$ cat src/rtl/diff_scaler.sv
// diff_scaler: two-stage op/scale/offset/clamp datapath, 2-cycle latency, 1 sample/cycle, no backpressure.
// Optional DIFF_SCALER_ROUND_EN selects round-half-up instead of truncation when halving.
module diff_scaler #(
  parameter int DW = 14,
  parameter int AW = 16
) (
  input  logic          clk_i,
  input  logic          rst_i,
  input  logic [DW-1:0] plus,
  input  logic [DW-1:0] minus,
  output logic [DW-1:0] out,
  input  logic [AW-1:0] addr,
  input  logic          wen,
  input  logic          ren,
  output logic          ack,
  output logic [31:0]   rdata,
  input  logic [31:0]   wdata
);

  localparam logic [AW-1:0] A_MODE   = AW'(8'h00);
  localparam logic [AW-1:0] A_OFFSET = AW'(8'h04);
  localparam logic [AW-1:0] A_SATCNT = AW'(8'h08);
  localparam logic [AW-1:0] A_STATUS = AW'(8'h0C);
  localparam logic [DW+1:0] ONE_X    = (DW+2)'(1);
  localparam logic [DW-1:0] POS_MAX  = {1'b0, {(DW-1){1'b1}}};
  localparam logic [DW-1:0] NEG_MIN  = {1'b1, {(DW-1){1'b0}}};

  logic [1:0]    mode_op;
  logic          mode_scale;
  logic [DW-1:0] offset_q;
  logic [31:0]   satcnt;
  logic          sat_flag;
  logic [DW:0]   r1;

  logic [DW:0]   a_x, b_x, op_res;
  logic [DW+1:0] r1_x, half_src, s, off_x, t;
  logic          sat;
  logic [DW-1:0] out_d;
  logic [31:0]   rd_mux;
  logic          wr_mode, wr_offset, wr_satcnt, wr_status;
  logic          unused_wdata;

  assign unused_wdata = &{1'b0, wdata[31:DW]};

  // Stage 1: one extra bit keeps every op result exact.
  assign a_x = {plus[DW-1], plus};
  assign b_x = {minus[DW-1], minus};

  always_comb begin
    op_res = a_x;
    case (mode_op)
      2'd0:    op_res = a_x - b_x;
      2'd1:    op_res = a_x + b_x;
      2'd2:    op_res = b_x - a_x;
      default: op_res = a_x;
    endcase
  end

  // Stage 2: two guard bits cover the full-scale result plus any offset.
  assign r1_x = {r1[DW], r1};
`ifdef DIFF_SCALER_ROUND_EN
  assign half_src = r1_x + ONE_X;
`else
  assign half_src = r1_x;
`endif
  assign s     = mode_scale ? r1_x : {half_src[DW+1], half_src[DW+1:1]};
  assign off_x = {{2{offset_q[DW-1]}}, offset_q};
  assign t     = s + off_x;

  // Overflow whenever the bits above the result's sign bit disagree with it.
  assign sat   = (t[DW+1:DW-1] != '0) && (t[DW+1:DW-1] != '1);
  assign out_d = sat ? (t[DW+1] ? NEG_MIN : POS_MAX) : t[DW-1:0];

  assign wr_mode   = wen && (addr == A_MODE);
  assign wr_offset = wen && (addr == A_OFFSET);
  assign wr_satcnt = wen && (addr == A_SATCNT);
  assign wr_status = wen && (addr == A_STATUS);

  always_comb begin
    rd_mux = '0;
    case (addr)
      A_MODE:   rd_mux = {29'b0, mode_scale, mode_op};
      A_OFFSET: rd_mux = {{(32-DW){offset_q[DW-1]}}, offset_q};
      A_SATCNT: rd_mux = satcnt;
      A_STATUS: rd_mux = {31'b0, sat_flag};
      default:  rd_mux = '0;
    endcase
  end

  always_ff @(posedge clk_i) begin
    if (rst_i) begin
      r1         <= '0;
      out        <= '0;
      mode_op    <= '0;
      mode_scale <= 1'b0;
      offset_q   <= '0;
      satcnt     <= '0;
      sat_flag   <= 1'b0;
      ack        <= 1'b0;
      rdata      <= '0;
    end else begin
      r1  <= op_res;
      out <= out_d;
      ack <= wen || ren;
      // rd_mux reflects pre-write state, so a simultaneous write is not visible.
      if (ren) rdata <= rd_mux;

      if (wr_mode) begin
        mode_op    <= wdata[1:0];
        mode_scale <= wdata[2];
      end
      if (wr_offset) offset_q <= wdata[DW-1:0];

      if (wr_satcnt)                  satcnt <= sat ? 32'd1 : 32'd0;
      else if (sat && (satcnt != '1)) satcnt <= satcnt + 32'd1;

      if (sat)                        sat_flag <= 1'b1;
      else if (wr_status && wdata[0]) sat_flag <= 1'b0;
    end
  end

endmodule

$ cat config.mk
export PLATFORM = sky130hd
export DESIGN_NAME = diff_scaler
export DESIGN_NICKNAME = d
export VERILOG_FILES = /design/src/rtl/diff_scaler.sv
export SDC_FILE = /design/constraint.sdc
export NUM_CORES = 1
export LEC_CHECK = 0
export ABC_AREA = 1
export BUFFER_PORTS_ARGS = -buffer_cell sky130_fd_sc_hd__buf_4
export CAP_MARGIN = 20
export CORE_MARGIN = 1
export CORE_UTILIZATION = 37
export CTS_CLUSTER_DIAMETER = 100
export CTS_CLUSTER_SIZE = 10
export DETAILED_ROUTE_END_ITERATION = 16
export GPL_ROUTABILITY_DRIVEN = 0
export PLACE_DENSITY_LB_ADDON = 0.2
export SLEW_MARGIN = 10
export SYNTH_ARGS = -nofsm -noshare
export SYNTH_HDL_FRONTEND = slang
export SYNTH_SLANG_ARGS = --single-unit
$ cat constraint.sdc
create_clock -name clk_i -period 3.88 [get_ports clk_i]
set_clock_uncertainty 0.2 [all_clocks]
set_input_delay 0.388 -clock clk_i [delete_from_list [all_inputs] [get_ports clk_i]]
set_output_delay 0.388 -clock clk_i [all_outputs]
set_load 0.01 [all_outputs]
Word-level counts from Yosys, hierarchy flattened
Index checks and enable logic that the tools add are counted.

Add/sub/neg operators: 5. Equal/unequal tests: 7. Muxes and demuxes: 10. Reductions and logical operators: 13.

Operators with widths (count): 32-bit one-hot mux with 4 select lines (1); 32-bit 2-to-1 mux (2); 15-bit one-hot mux with 3 select lines (1); 14-bit 2-to-1 mux (3); 32-bit by 1-bit adder with 32-bit output (second input constant) (1); 16-bit by 4-bit == test with 1-bit output (second input constant) (2); 32-bit != test (second input constant) (1); 14-bit by 14-bit subtractor with 15-bit output (2); 15-bit by 14-bit adder with 16-bit output (1); 16-bit by 3-bit == test with 1-bit output (second input constant) (1); 16-bit logical NOT (1); 14-bit by 14-bit adder with 15-bit output (1); 1-bit logical AND (7); 2-bit nonzero test (2); 1-bit 2-to-1 mux (3); 3-bit != test (second input constant) (1); 3-bit nonzero test (1); 2-bit by 1-bit == test with 1-bit output (second input constant) (1); 2-bit == test (second input constant) (1); 2-bit logical NOT (1); 1-bit logical OR (1).

Bits of input ports: 80. Output and inout bits: 47. Register bits: 112.

Depth between registers and ports, before layout
Gate-level depths: netlist (run 1).

Depth after elaboration: 7. Depth in mapped cells: 22. Depth with buffers taken out: 21.

Worst setup path before layout (run 1)
OpenSTA, ideal clock, no wires.

Kind: in2reg. Start: in plus[1]. End: reg r1[14]. Stages: 18. Path slack: 948 ps. Library setup time: 70 ps. Arrival time: 2662 ps. Cell sequence: inv_1 ha_1 nor3b_1 nand2_1 o31ai_1 o21ai_0 xor2_1 ha_1 inv_1 nor3_1 nand2_1 nor2_1 nor2_1 nand3_1 nand3_1 nand2_1 nand2_1 a21oi_1.

Word-level cells in the longest chain between the ends: 2.

Ends and longest elaborated chain: start, declared (RTL line 9) `input logic [DW-1:0] plus,`; 14-bit by 14-bit subtractor with 15-bit output (tied with other cells) (RTL line 54) `2'd2: op_res = b_x - a_x;`; 15-bit one-hot mux with 3 select lines (*) (RTL line 51) `case (mode_op)`; end signal, assigned (RTL line 102) `r1 <= op_res;`; end, declared (RTL line 33) `logic [DW:0] r1;`.

Mark *: on every way between the ends. The rest lies on a longest branch, timed or not. A chain may end at the register's enable or synchronous reset.

Worst setup path in the final report (run 1)
Start: reg mode_op[0]. End: reg r1[10].

Word-level cells in the longest chain between the ends: 2.

Ends and longest elaborated chain: start, declared (RTL line 28) `logic [1:0] mode_op;`; start signal, assigned (RTL line 109) `mode_op <= wdata[1:0];`; 2-bit == test (tied with other cells) (RTL line 51); 15-bit one-hot mux with 3 select lines (*) (RTL line 51).

Marked as above.

==> results of run 1 <==
[through the flow]
stage	hold slack (ns)	utilization [%]	worst slack, ns	power, uW	std cells
6_report	0.120	44.4	0.451	2810	1632
5_1_grt	0.133	44.4	0.172	2970	1632
4_1_cts	0.114	44.4	0.513	2830	1632
3_5_place_dp	0.258	42.9	0.293	1890	1616
3_3_place_gp	0.255	42.9	0.321	1880	1616
2_1_floorplan	0.243	-	0.948	1680	1272
[cells by family after synthesis]
logic type	synth area share [%]
DFF	27.7
adders and majority gates	8.16
xor gates and xnor gates	4.65
AOI/OAI and AO/OA	16.0
buffers and inverters	10.5
and+or+nand+nor	33.0
[sequential cells by signal (all words and copies together), names as in the netlist]
register and flops:
satcnt 32, rdata 32, r1 15, sat_flag 1, mode_scale 1, ack 1
offset_q 14, mode_op 2, out 14
[layer usage]
layer  routed length, um  vias up
met1               11800     3639
li1                    -     4306
met3                1500       16
met5                   0        -
met2                9300      236
met4                 217        0
[placed cells by master (no fill, tap or decap), types with 13 or more instances in the layout]
| cell | count |
|---|---|
| nand2_1 | 339 |
| inv_1 | 168 |
| a21oi_1 | 126 |
| buf_4 | 116 |
| dfxtp_1 | 112 |
| nor2_1 | 92 |
| nand3_1 | 89 |
| o21ai_0 | 66 |
| ha_1 | 48 |
| xor2_1 | 38 |
| nor3_1 | 26 |
| nand3b_1 | 19 |
| nand4_1 | 18 |
| a211oi_1 | 13 |
[where the power goes]
| part | leakage (uW) | internal (uW) | switching [uW] | total, uW |
|---|---|---|---|---|
| logic | 0.00328 | 244 | 397 | 640 |
| clock network | 0.000148 | 464 | 486 | 949 |
| registers | 0.000911 | 1200 | 23.6 | 1220 |
[layout make-up]
cell class / count / area, um^2 / share of cell area [%]
repair buffers: 116 / 871 / 9.25
clock buffers: 9 / 225 / 2.39
flip-flops and latches: 112 / 2240 / 23.8
inverters: 171 / 642 / 6.82
clock inverters: 7 / 82.6 / 0.877
multi-input cells: 942 / 5000 / 53.2
well taps: 275 / 344 / 3.66
[worst max path at each step]
| stage | startpoint | to | slack (ns) |
|---|---|---|---|
| 2_1_floorplan | plus[1] | r1[14]$_SDFF_PP0_ | 0.95 |
| 3_3_place_gp | plus[1] | r1[13]$_SDFF_PP0_ | 0.32 |
| 3_5_place_dp | plus[1] | r1[14]$_SDFF_PP0_ | 0.29 |
| 4_1_cts | mode_op[0]$_SDFFE_PP0P_ | r1[10]$_SDFF_PP0_ | 0.51 |
| 5_1_grt | mode_scale$_SDFFE_PP0P_ | satcnt[17]$_SDFFE_PP0P_ | 0.17 |
| 6_report | mode_op[0]$_SDFFE_PP0P_ | r1[10]$_SDFF_PP0_ | 0.45 |
[worst reg2reg max path, delay by kind of cell (launching register included)]
| family | cells | cell delay, ns |
|---|---|---|
| and+or+nand+nor | 9 | 1.08 |
| adders and majority gates | 2 | 0.70 |
| buffers and inverters | 5 | 0.42 |
| DFF | 1 | 0.38 |
| AOI/OAI and AO/OA | 2 | 0.38 |
| xor gates and xnor gates | 1 | 0.17 |
==> run_results.csv, run 1 <==
group,metric,value,unit
worst_setup_path,worst_path_largest_cell_delay,0.38,ns
cells_and_area,drive_gt1_share,11.3,%
cts,cts_tree,"built",
cts,clock_insertion_delay_worst_skew,0.36,ns
detailed_routing,postRouteWirelength,22800,um
hold_path,hold_path_startpoint,"plus[2]",
grt,gr-usage-met2,30.2,%
floorplan,total_die_area,22500,um^2
grt,grt_use_met3,2.96,%
hold_path,holdPathEnd,"r1[2]$_SDFF_PP0_",
cts,post-cts-setup-buffer-count,0,
cts,number_of_hold_buffers_added_after_cts,0,
worst_setup_path,reg2reg_end,"r1[10]$_SDFF_PP0_",
timing,post-route-min-period,3.43,ns
timing,max_freq,292,MHz
detailed_routing,post_dr_vias_cell,5.02,
worst_setup_path,worst-endpoint-arrival,3.48,ns
timing,timing_hold_violations_final,0,
detailed_routing,num_vias,8197,
floorplan,die_h,150,um
floorplan,std_cell_rows,53,
timing,slew_worst_pin,0.951,ns
floorplan,floorplan.initialDensity,38.1,%
synthesis,post_synth_instance_area,8090,um^2
grt,remaining_global_route_overflow,0,
timing,slew_viol_final,0,
place,dpl_cell_area,9100,um^2
synthesis,async_flop_share,0,%
hold_path,hold-path-cell-count,3,
power_and_ir_drop,worst_ir_drop_vdd,0.214,mV
detailed_routing,drt-pass1-iter-count,5,
hold_path,worst_hold_path_type,"primary input to flop",
cts,post_cts.resized_instances,0,
grt,via_count_of_the_first_global_routing_pass,7256,
place,io_buffer_count,108,
worst_setup_path,worst_path_dominant_cell_family,"simple AND/OR/NAND/NOR gates",
synthesis,synth_top_cells_by_area,"dfxtp_1, nand2_1, a21oi_1, inv_1, ha_1",
detailed_routing,postRouteAntennaNets,0,
worst_setup_path,worst-path-stages,19,
synthesis,synth_warnings,0,
worst_setup_path,timing.setup.critical_path_class,"flop to flop",
floorplan,chipWidth,150,um
floorplan,design.core.area,21200,um^2
synthesis,post_synth.cell_area_avg,6.36,um^2
cells_and_area,fill_cells,2292,
detailed_routing,drt-wirelength-per-cell,14.0,um
worst_setup_path,r2r_cells,19,
grt,initial_antenna_violation_count,0,
synthesis,synth_enable_flop_cells,0,
worst_setup_path,reg2reg_slack,0.45,ns
synthesis,synth.lib_cells_used.distinct,41,
cells_and_area,insertedDiodeCount,0,
run,max-cap-violations,0,
worst_setup_path,slowest_stage,"dfxtp_1",
cts,cts-root-to-sink-buffers,2,
place,detailed_place_hpwl,17600,um
timing,tns,0,ns
cells_and_area,final_design_area_no_fill,9410,um^2
cts,cts_num_sinks,112,
timing,finalSetupViolCount,0,
worst_setup_path,crit_top_cell,"inv_1",
cells_and_area,flow.area_growth_from_synthesis,16.3,%
worst_setup_path,worstPathRequired,3.93,ns
synthesis,yosys_register_bits,112,
timing,rsz0062_at_grt,"no",
synthesis,synth_largest_type_area_fraction,27.7,%
power_and_ir_drop,power.static_leakage,0.00434,uW
grt,grt_first_pass_wirelength,36800,um
synthesis,mappedNetlistNets,1403,
detailed_routing,drc,0,
grt,grt_util_met1,31.0,%
synthesis,ys_top_cells_by_count,"nand2_1, inv_1, a21oi_1",
timing,fin_crit_sh,88.4,%
grt,grt_usage,20.5,%
cts,clockRootBuffer,"clkbuf_16",
cts,clkTransAtPathRegs,0.08,ns
timing,max-slew-margin-rel,36.5,%
worst_setup_path,critical_path.endpoint_type,"flop",
synthesis,syn_inst,1272,
detailed_routing,detailedRoute.firstIterationViolations,558,
worst_setup_path,crit_path_max_fanout,12,
worst_setup_path,critical_path_buf_inv_count,5,
worst_setup_path,path_cells,"inv_1 > ha_1 > a21oi_1 > xor2_1 > inv_1 > ha_1 > a21oi_1 > nand2_1 > inv_1 > nor2_1 > nor2_1 > inv_1 > nand2_1 > nand2_1 > or2_2 > nand3_1 > nand3_1 > nand2_1 > inv_1",
synthesis,synth_largest_area_cell,"dfxtp_1",
worst_setup_path,rr_startpoint,"mode_op[0]$_SDFFE_PP0P_",
cts,numCtsBuffers,9,
grt,grt_start_max_net_pins,78,
synthesis,yosys.cell_count.top_type,"nand2_1",
cts,htree_num_levels,3,
floorplan,ios,127,
power_and_ir_drop,power.density,299,nW/um^2
run_status,outcome,"finished clean",
grt,top_usage_layer,"met1",
synthesis,synth.yosys.seq_area_share,27.7,%
synthesis,synthFlopType,"dfxtp_1",
cells_and_area,nNetsFinal,1483,
worst_setup_path,setup.worst_path.start_class,"flop",
Note: power is estimated with default switching activity, not from simulation.
==> run 2, diff against run 1 <==
--- a/config.mk
+++ b/config.mk
@@ -14,7 +14,7 @@
 export CTS_CLUSTER_SIZE = 10
 export DETAILED_ROUTE_END_ITERATION = 16
 export GPL_ROUTABILITY_DRIVEN = 0
-export PLACE_DENSITY_LB_ADDON = 0.2
+export PLACE_DENSITY = 0.65
 export SLEW_MARGIN = 10
 export SYNTH_ARGS = -nofsm -noshare
 export SYNTH_HDL_FRONTEND = slang
==> run 2 against run 1 <==
  * Sequential share of layout area increased by 0.064 points
  * Register-to-register slack better by 0.12 ns
  * Cell count is essentially flat
  * Setup slack gained 0.12 ns
  * Sequential power barely moved
  * Combinational power about the same
==> run_results.csv, run 2 (same netlist as run 1, synthesis figures left out) <==
group,metric,value,unit
run_status,outcome,"finished clean",
worst_setup_path,worstPathRequired,3.92,ns
timing,fin_crit_sh,85.2,%
detailed_routing,drt-wirelength-per-cell,13.9,um
power_and_ir_drop,power_frac_seq,44.4,%
timing,finalHoldWorstSlack,0.115,ns
timing,finalSetupViolCount,0,
cells_and_area,fin_cells,1633,
floorplan,floorplan.initialDensity,38.1,%
grt,initial_antenna_violation_count,0,
place,dpl.cell_count,1617,
timing,post-route-min-period,3.31,ns
detailed_routing,drt-pass1-iter-count,5,
power_and_ir_drop,sw_frac_of_total,30.9,%
cells_and_area,largest_registers,"rdata (32), satcnt (32), r1 (15)",
timing,max-slew-margin-rel,34.9,%
place,detailed_place_hpwl,17500,um
cells_and_area,insertedDiodeCount,0,
cts,number_of_hold_buffers_added_after_cts,0,
cts,htree_num_levels,3,
detailed_routing,detailedRoute.firstIterationViolations,554,
cts,clock_insertion_delay_worst_skew,0.35,ns
hold_path,hold-path-cell-count,3,
detailed_routing,postRouteAntennaNets,0,
timing,rsz0062_at_grt,"no",
cells_and_area,most_common_cell_after_layout_fill_and_taps_aside,"nand2_1",
grt,grt_start_max_net_pins,78,
grt,via_count_of_the_first_global_routing_pass,7572,
place,io_buffer_count,108,
cts,post-cts-setup-buffer-count,0,
timing,timing_hold_violations_final,0,
detailed_routing,met2WireLength,10600,um
cells_and_area,layout_common_cells,"nand2_1, inv_1, a21oi_1",
power_and_ir_drop,cellInternalPower,1900,uW
worst_setup_path,critical_path.endpoint_type,"flop",
power_and_ir_drop,power.density,293,nW/um^2
timing,slew_worst_pin,0.976,ns
worst_setup_path,slowest_stage,"o21ai_0",
cts,clockRootBuffer,"clkbuf_16",
floorplan,ios,127,
detailed_routing,num_vias,8228,
cts,cts_num_sinks,112,
floorplan,die_h,150,um
cts,cts_tree,"built",
cts,numCtsBuffers,9,
cts,cts-root-to-sink-buffers,2,
detailed_routing,routedLengthMet1,10700,um
worst_setup_path,worst_path_largest_cell_delay,0.37,ns
timing,slew_viol_final,0,
cells_and_area,drive_gt1_share,11.3,%
cells_and_area,nNetsFinal,1484,
power_and_ir_drop,power.net_switching,850,uW
power_and_ir_drop,total_power,2750,uW
worst_setup_path,timing.setup.critical_path_class,"flop to flop",
hold_path,worst_hold_path_type,"primary input to flop",
cells_and_area,flow.area_growth_from_synthesis,16.0,%
floorplan,total_die_area,22500,um^2
detailed_routing,postRouteWirelength,22600,um
cts,post_cts.resized_instances,0,
worst_setup_path,crit_top_cell,"nand2_1",
floorplan,std_cell_rows,53,
grt,grt_first_pass_wirelength,36700,um
grt,remaining_global_route_overflow,0,
worst_setup_path,setup.worst_path.start_class,"flop",
timing,tns,0,ns
detailed_routing,highest_metal_layer_with_signal_wires,"met4",
detailed_routing,drc,0,
worst_setup_path,reg2reg_slack,0.57,ns
power_and_ir_drop,power.share.combinational,23.2,%
detailed_routing,detailroute.wirelength.met3,955,um
worst_setup_path,r2r_cells,17,
worst_setup_path,crit_path_max_fanout,28,
power_and_ir_drop,power.static_leakage,0.00432,uW
floorplan,design.core.area,21200,um^2
place,dpl_cell_area,9110,um^2
cts,clkTransAtPathRegs,0.07,ns
power_and_ir_drop,worst_ir_drop_vdd,0.292,mV
detailed_routing,post_dr_vias_cell,5.04,
cells_and_area,final_design_area_no_fill,9390,um^2
worst_setup_path,worst-endpoint-arrival,3.35,ns
grt,grt_usage,20.4,%
run,max-cap-violations,0,
timing,max_freq,302,MHz
floorplan,chipWidth,150,um
power_and_ir_drop,clock_group_share_of_total_power,32.4,%
worst_setup_path,path_cells,"inv_1 > o21ai_0 > ha_1 > nand2_1 > inv_1 > a21oi_1 > nor2_1 > nor2_1 > nand2_1 > nand2_1 > nand2_1 > nand2_2 > nand2_4 > nand2_4 > nand2_1 > nor2_1 > nor2_1",
run 2: power by group through the flow:
stage	clock network, uW	registers [uW]	logic, uW
floorplan	0	1250	427
global placement	0	1250	627
detailed placement	0	1250	633
CTS	901	1220	636
global route	947	1230	720
finish	889	1220	638
run 2: metrics by stage:
step,utilization (%),setup slack (ns)
after detailed placement,42.9,0.296
after CTS,44.2,0.577
final,44.2,0.573
after global placement,42.9,0.363
after global routing,44.2,0.237
after floorplan,-,0.948
run 2: area by class of cell:
cell class,count,area (um^2)
fillers,2272,11800
multi-input cells,942,5000
flip-flops and latches,112,2240
repair buffers,117,878
inverters,171,642
well taps,275,344
clock buffers,12,246
clock inverters,4,28.8
run 2: path summary, 6_finish.rpt:
path,endpoint,from
max,satcnt[2]$_SDFFE_PP0P_,mode_scale$_SDFFE_PP0P_
min,r1[8]$_SDFF_PP0_,plus[8]
max reg2reg,satcnt[2]$_SDFFE_PP0P_,mode_scale$_SDFFE_PP0P_
min reg2reg,rdata[10]$_SDFFE_PP0P_,rdata[10]$_SDFFE_PP0P_
run 2: worst max-delay path: cells and delay by family, from the launching register on:
family                   cells  cell delay [ns]
AO/OA/AOI/OAI                2             0.57
adder cells (fa/ha/maj)      1             0.35
buffers and inverters        2             0.23
flip-flops                   1             0.33
AND/OR/NAND/NOR             12             1.49
run 2: routing by layer:
metal / track usage [%] / up-vias
li1: - / 4309
met1: 26.9 / 3713
met2: 34.9 / 190
met3: 2.29 / 16
met4: 5.45 / 0
met5: 0 / -
==> run 3, diff against run 2 <==
--- a/config.mk
+++ b/config.mk
@@ -8,13 +8,13 @@
 export ABC_AREA = 1
 export BUFFER_PORTS_ARGS = -buffer_cell sky130_fd_sc_hd__buf_4
 export CAP_MARGIN = 20
-export CORE_MARGIN = 1
-export CORE_UTILIZATION = 37
+export CORE_MARGIN = 2
+export CORE_UTILIZATION = 50
 export CTS_CLUSTER_DIAMETER = 100
 export CTS_CLUSTER_SIZE = 10
 export DETAILED_ROUTE_END_ITERATION = 16
 export GPL_ROUTABILITY_DRIVEN = 0
-export PLACE_DENSITY = 0.65
+export PLACE_DENSITY = 0.81
 export SLEW_MARGIN = 10
 export SYNTH_ARGS = -nofsm -noshare
 export SYNTH_HDL_FRONTEND = slang
==> run 3 against run 2 <==
  * Global-route usage rose by 4.3 points
  * Utilization grew 15 points
  * Via count rose by 3.6%
  * Setup slack gained 0.058 ns
  * Total power fell by 0.95%
==> run_results.csv, run 3 (same netlist as run 1, synthesis figures left out) <==
group,metric,value,unit
cells_and_area,drive_gt1_share,11.3,%
cts,cts_tree,"built",
detailed_routing,drt-pass1-iter-count,5,
floorplan,std_cell_rows,46,
timing,rsz0062_at_grt,"no",
detailed_routing,drt-wirelength-per-cell,13.7,um
grt,via_count_of_the_first_global_routing_pass,7682,
detailed_routing,highest_metal_layer_with_signal_wires,"met4",
floorplan,ios,127,
timing,timing_hold_violations_final,0,
power_and_ir_drop,worst_ir_drop_vdd,0.180,mV
detailed_routing,postRouteAntennaNets,0,
grt,initial_antenna_violation_count,0,
cells_and_area,largest_registers,"rdata (32), satcnt (32), r1 (15)",
cts,clock_insertion_delay_worst_skew,0.35,ns
worst_setup_path,critical_path_buf_inv_count,5,
cts,post_cts.resized_instances,0,
hold_path,worst_hold_path_type,"primary input to flop",
cts,cts_num_sinks,112,
detailed_routing,postRouteWirelength,21500,um
cts,post-cts-setup-buffer-count,0,
place,dp_slack,0.356,ns
cts,number_of_hold_buffers_added_after_cts,0,
timing,slew_viol_final,0,
cts,clockRootBuffer,"clkbuf_16",
timing,post-route-min-period,3.25,ns
detailed_routing,num_vias,8527,
cells_and_area,post-route-util,58.8,%
worst_setup_path,setup.worst_path.start_class,"flop",
run_status,outcome,"finished clean",
floorplan,total_die_area,17200,um^2
detailed_routing,detailroute.wirelength.met3,1750,um
floorplan,design.core.area,15800,um^2
detailed_routing,met2WireLength,9440,um
cells_and_area,most_common_cell_after_layout_fill_and_taps_aside,"nand2_1",
timing,finalSetupViolCount,0,
timing,max-slew-margin-rel,38.2,%
cts,numCtsBuffers,9,
floorplan,chipWidth,131,um
timing,fin_crit_sh,83.7,%
worst_setup_path,critical_path.endpoint_type,"flop",
timing,finalWorstSetupSlack,0.632,ns
worst_setup_path,crit_top_cell,"inv_1",
power_and_ir_drop,power.density,292,nW/um^2
place,io_buffer_count,108,
worst_setup_path,worst-endpoint-arrival,3.30,ns
worst_setup_path,worst_path_largest_cell_delay,0.36,ns
worst_setup_path,path_cells,"inv_1 > ha_1 > a21oi_1 > xor2_1 > inv_1 > ha_1 > a21oi_1 > nand2_1 > inv_1 > nor2_1 > nor2_1 > inv_1 > nand2_1 > nand2_1 > or2_2 > nand3_1 > nand3_1 > nand2_1 > inv_1",
timing,tns,0,ns
worst_setup_path,r2r_cells,19,
floorplan,floorplan.initialDensity,51.1,%
worst_setup_path,worst_path_dominant_cell_family,"simple AND/OR/NAND/NOR gates",
worst_setup_path,slowest_stage,"ha_1",
detailed_routing,detailedRoute.firstIterationViolations,803,
cts,clkTransAtPathRegs,0.07,ns
worst_setup_path,worstPathRequired,3.93,ns
run,max-cap-violations,0,
cts,htree_num_levels,3,
detailed_routing,routedLengthMet1,9940,um
hold_path,hold-path-cell-count,3,
grt,grt_usage,24.6,%
cts,cts-root-to-sink-buffers,2,
grt,grt_start_max_net_pins,78,
grt,remaining_global_route_overflow,0,
grt,grt_first_pass_wirelength,35900,um
cells_and_area,layout_common_cells,"nand2_1, inv_1, a21oi_1",
power_and_ir_drop,power.static_leakage,0.00433,uW
place,detailed_place_hpwl,16600,um
timing,max_freq,308,MHz
floorplan,die_h,131,um
cells_and_area,nNetsFinal,1484,
detailed_routing,post_dr_vias_cell,5.42,
cells_and_area,flow.area_growth_from_synthesis,15.0,%
worst_setup_path,timing.setup.critical_path_class,"flop to flop",
cells_and_area,insertedDiodeCount,0,
worst_setup_path,worst-path-stages,19,
detailed_routing,drc,0,
timing,slew_worst_pin,0.925,ns
worst_setup_path,crit_path_max_fanout,12,
run 3: cell count changes in the layout (fill, tap and decap cells not counted), sizes merged:
cell,before,now
clkinvlp,2,0
clkinv,2,6
clkbuf,12,10
run 3: stage by stage:
step | std cells | total power [uW] | hold WS (ns) | cell area (um^2)
floorplan | 1272 | 1680 | 0.243 | 8090
global placement | 1558 | 1860 | 0.254 | 9040
detailed placement | 1558 | 1880 | 0.256 | 9040
CTS | 1574 | 2730 | 0.121 | 9310
global route | 1574 | 2860 | 0.141 | 9310
finish | 1574 | 2720 | 0.122 | 9310
run 3: power breakdown:
part	internal [uW]	switching [uW]
registers	1200	22.2
clock network	439	423
logic	247	392
run 3: worst min-delay path: cells and delay by family:
family                 cells  cell delay (ns)
AO/OA/AOI/OAI              1             0.09
buffers and inverters      2             0.16
run 3: cell type report:
cell class / count / area (um^2)
clock inverters: 6 / 45.0
inverters: 171 / 642
fillers: 1515 / 6520
clock buffers: 10 / 229
flip-flops and latches: 112 / 2240
repair buffers: 117 / 878
well taps: 216 / 270
multi-input cells: 942 / 5000
run 3: final timing paths:
check	end	slack (ns)	start
min	r1[5]$_SDFF_PP0_	0.12	plus[5]
max reg2reg	r1[10]$_SDFF_PP0_	0.63	mode_op[0]$_SDFFE_PP0P_
min reg2reg	rdata[13]$_SDFFE_PP0P_	0.27	rdata[13]$_SDFFE_PP0P_
max	r1[10]$_SDFF_PP0_	0.63	mode_op[0]$_SDFFE_PP0P_
run 3: routing by layer:
metal  vias to the layer above  GRT usage, %
met5                         -             0
met1                      3870          33.9
li1                       4316             -
met2                       311          39.3
met3                        30          4.13
met4                         0          7.91
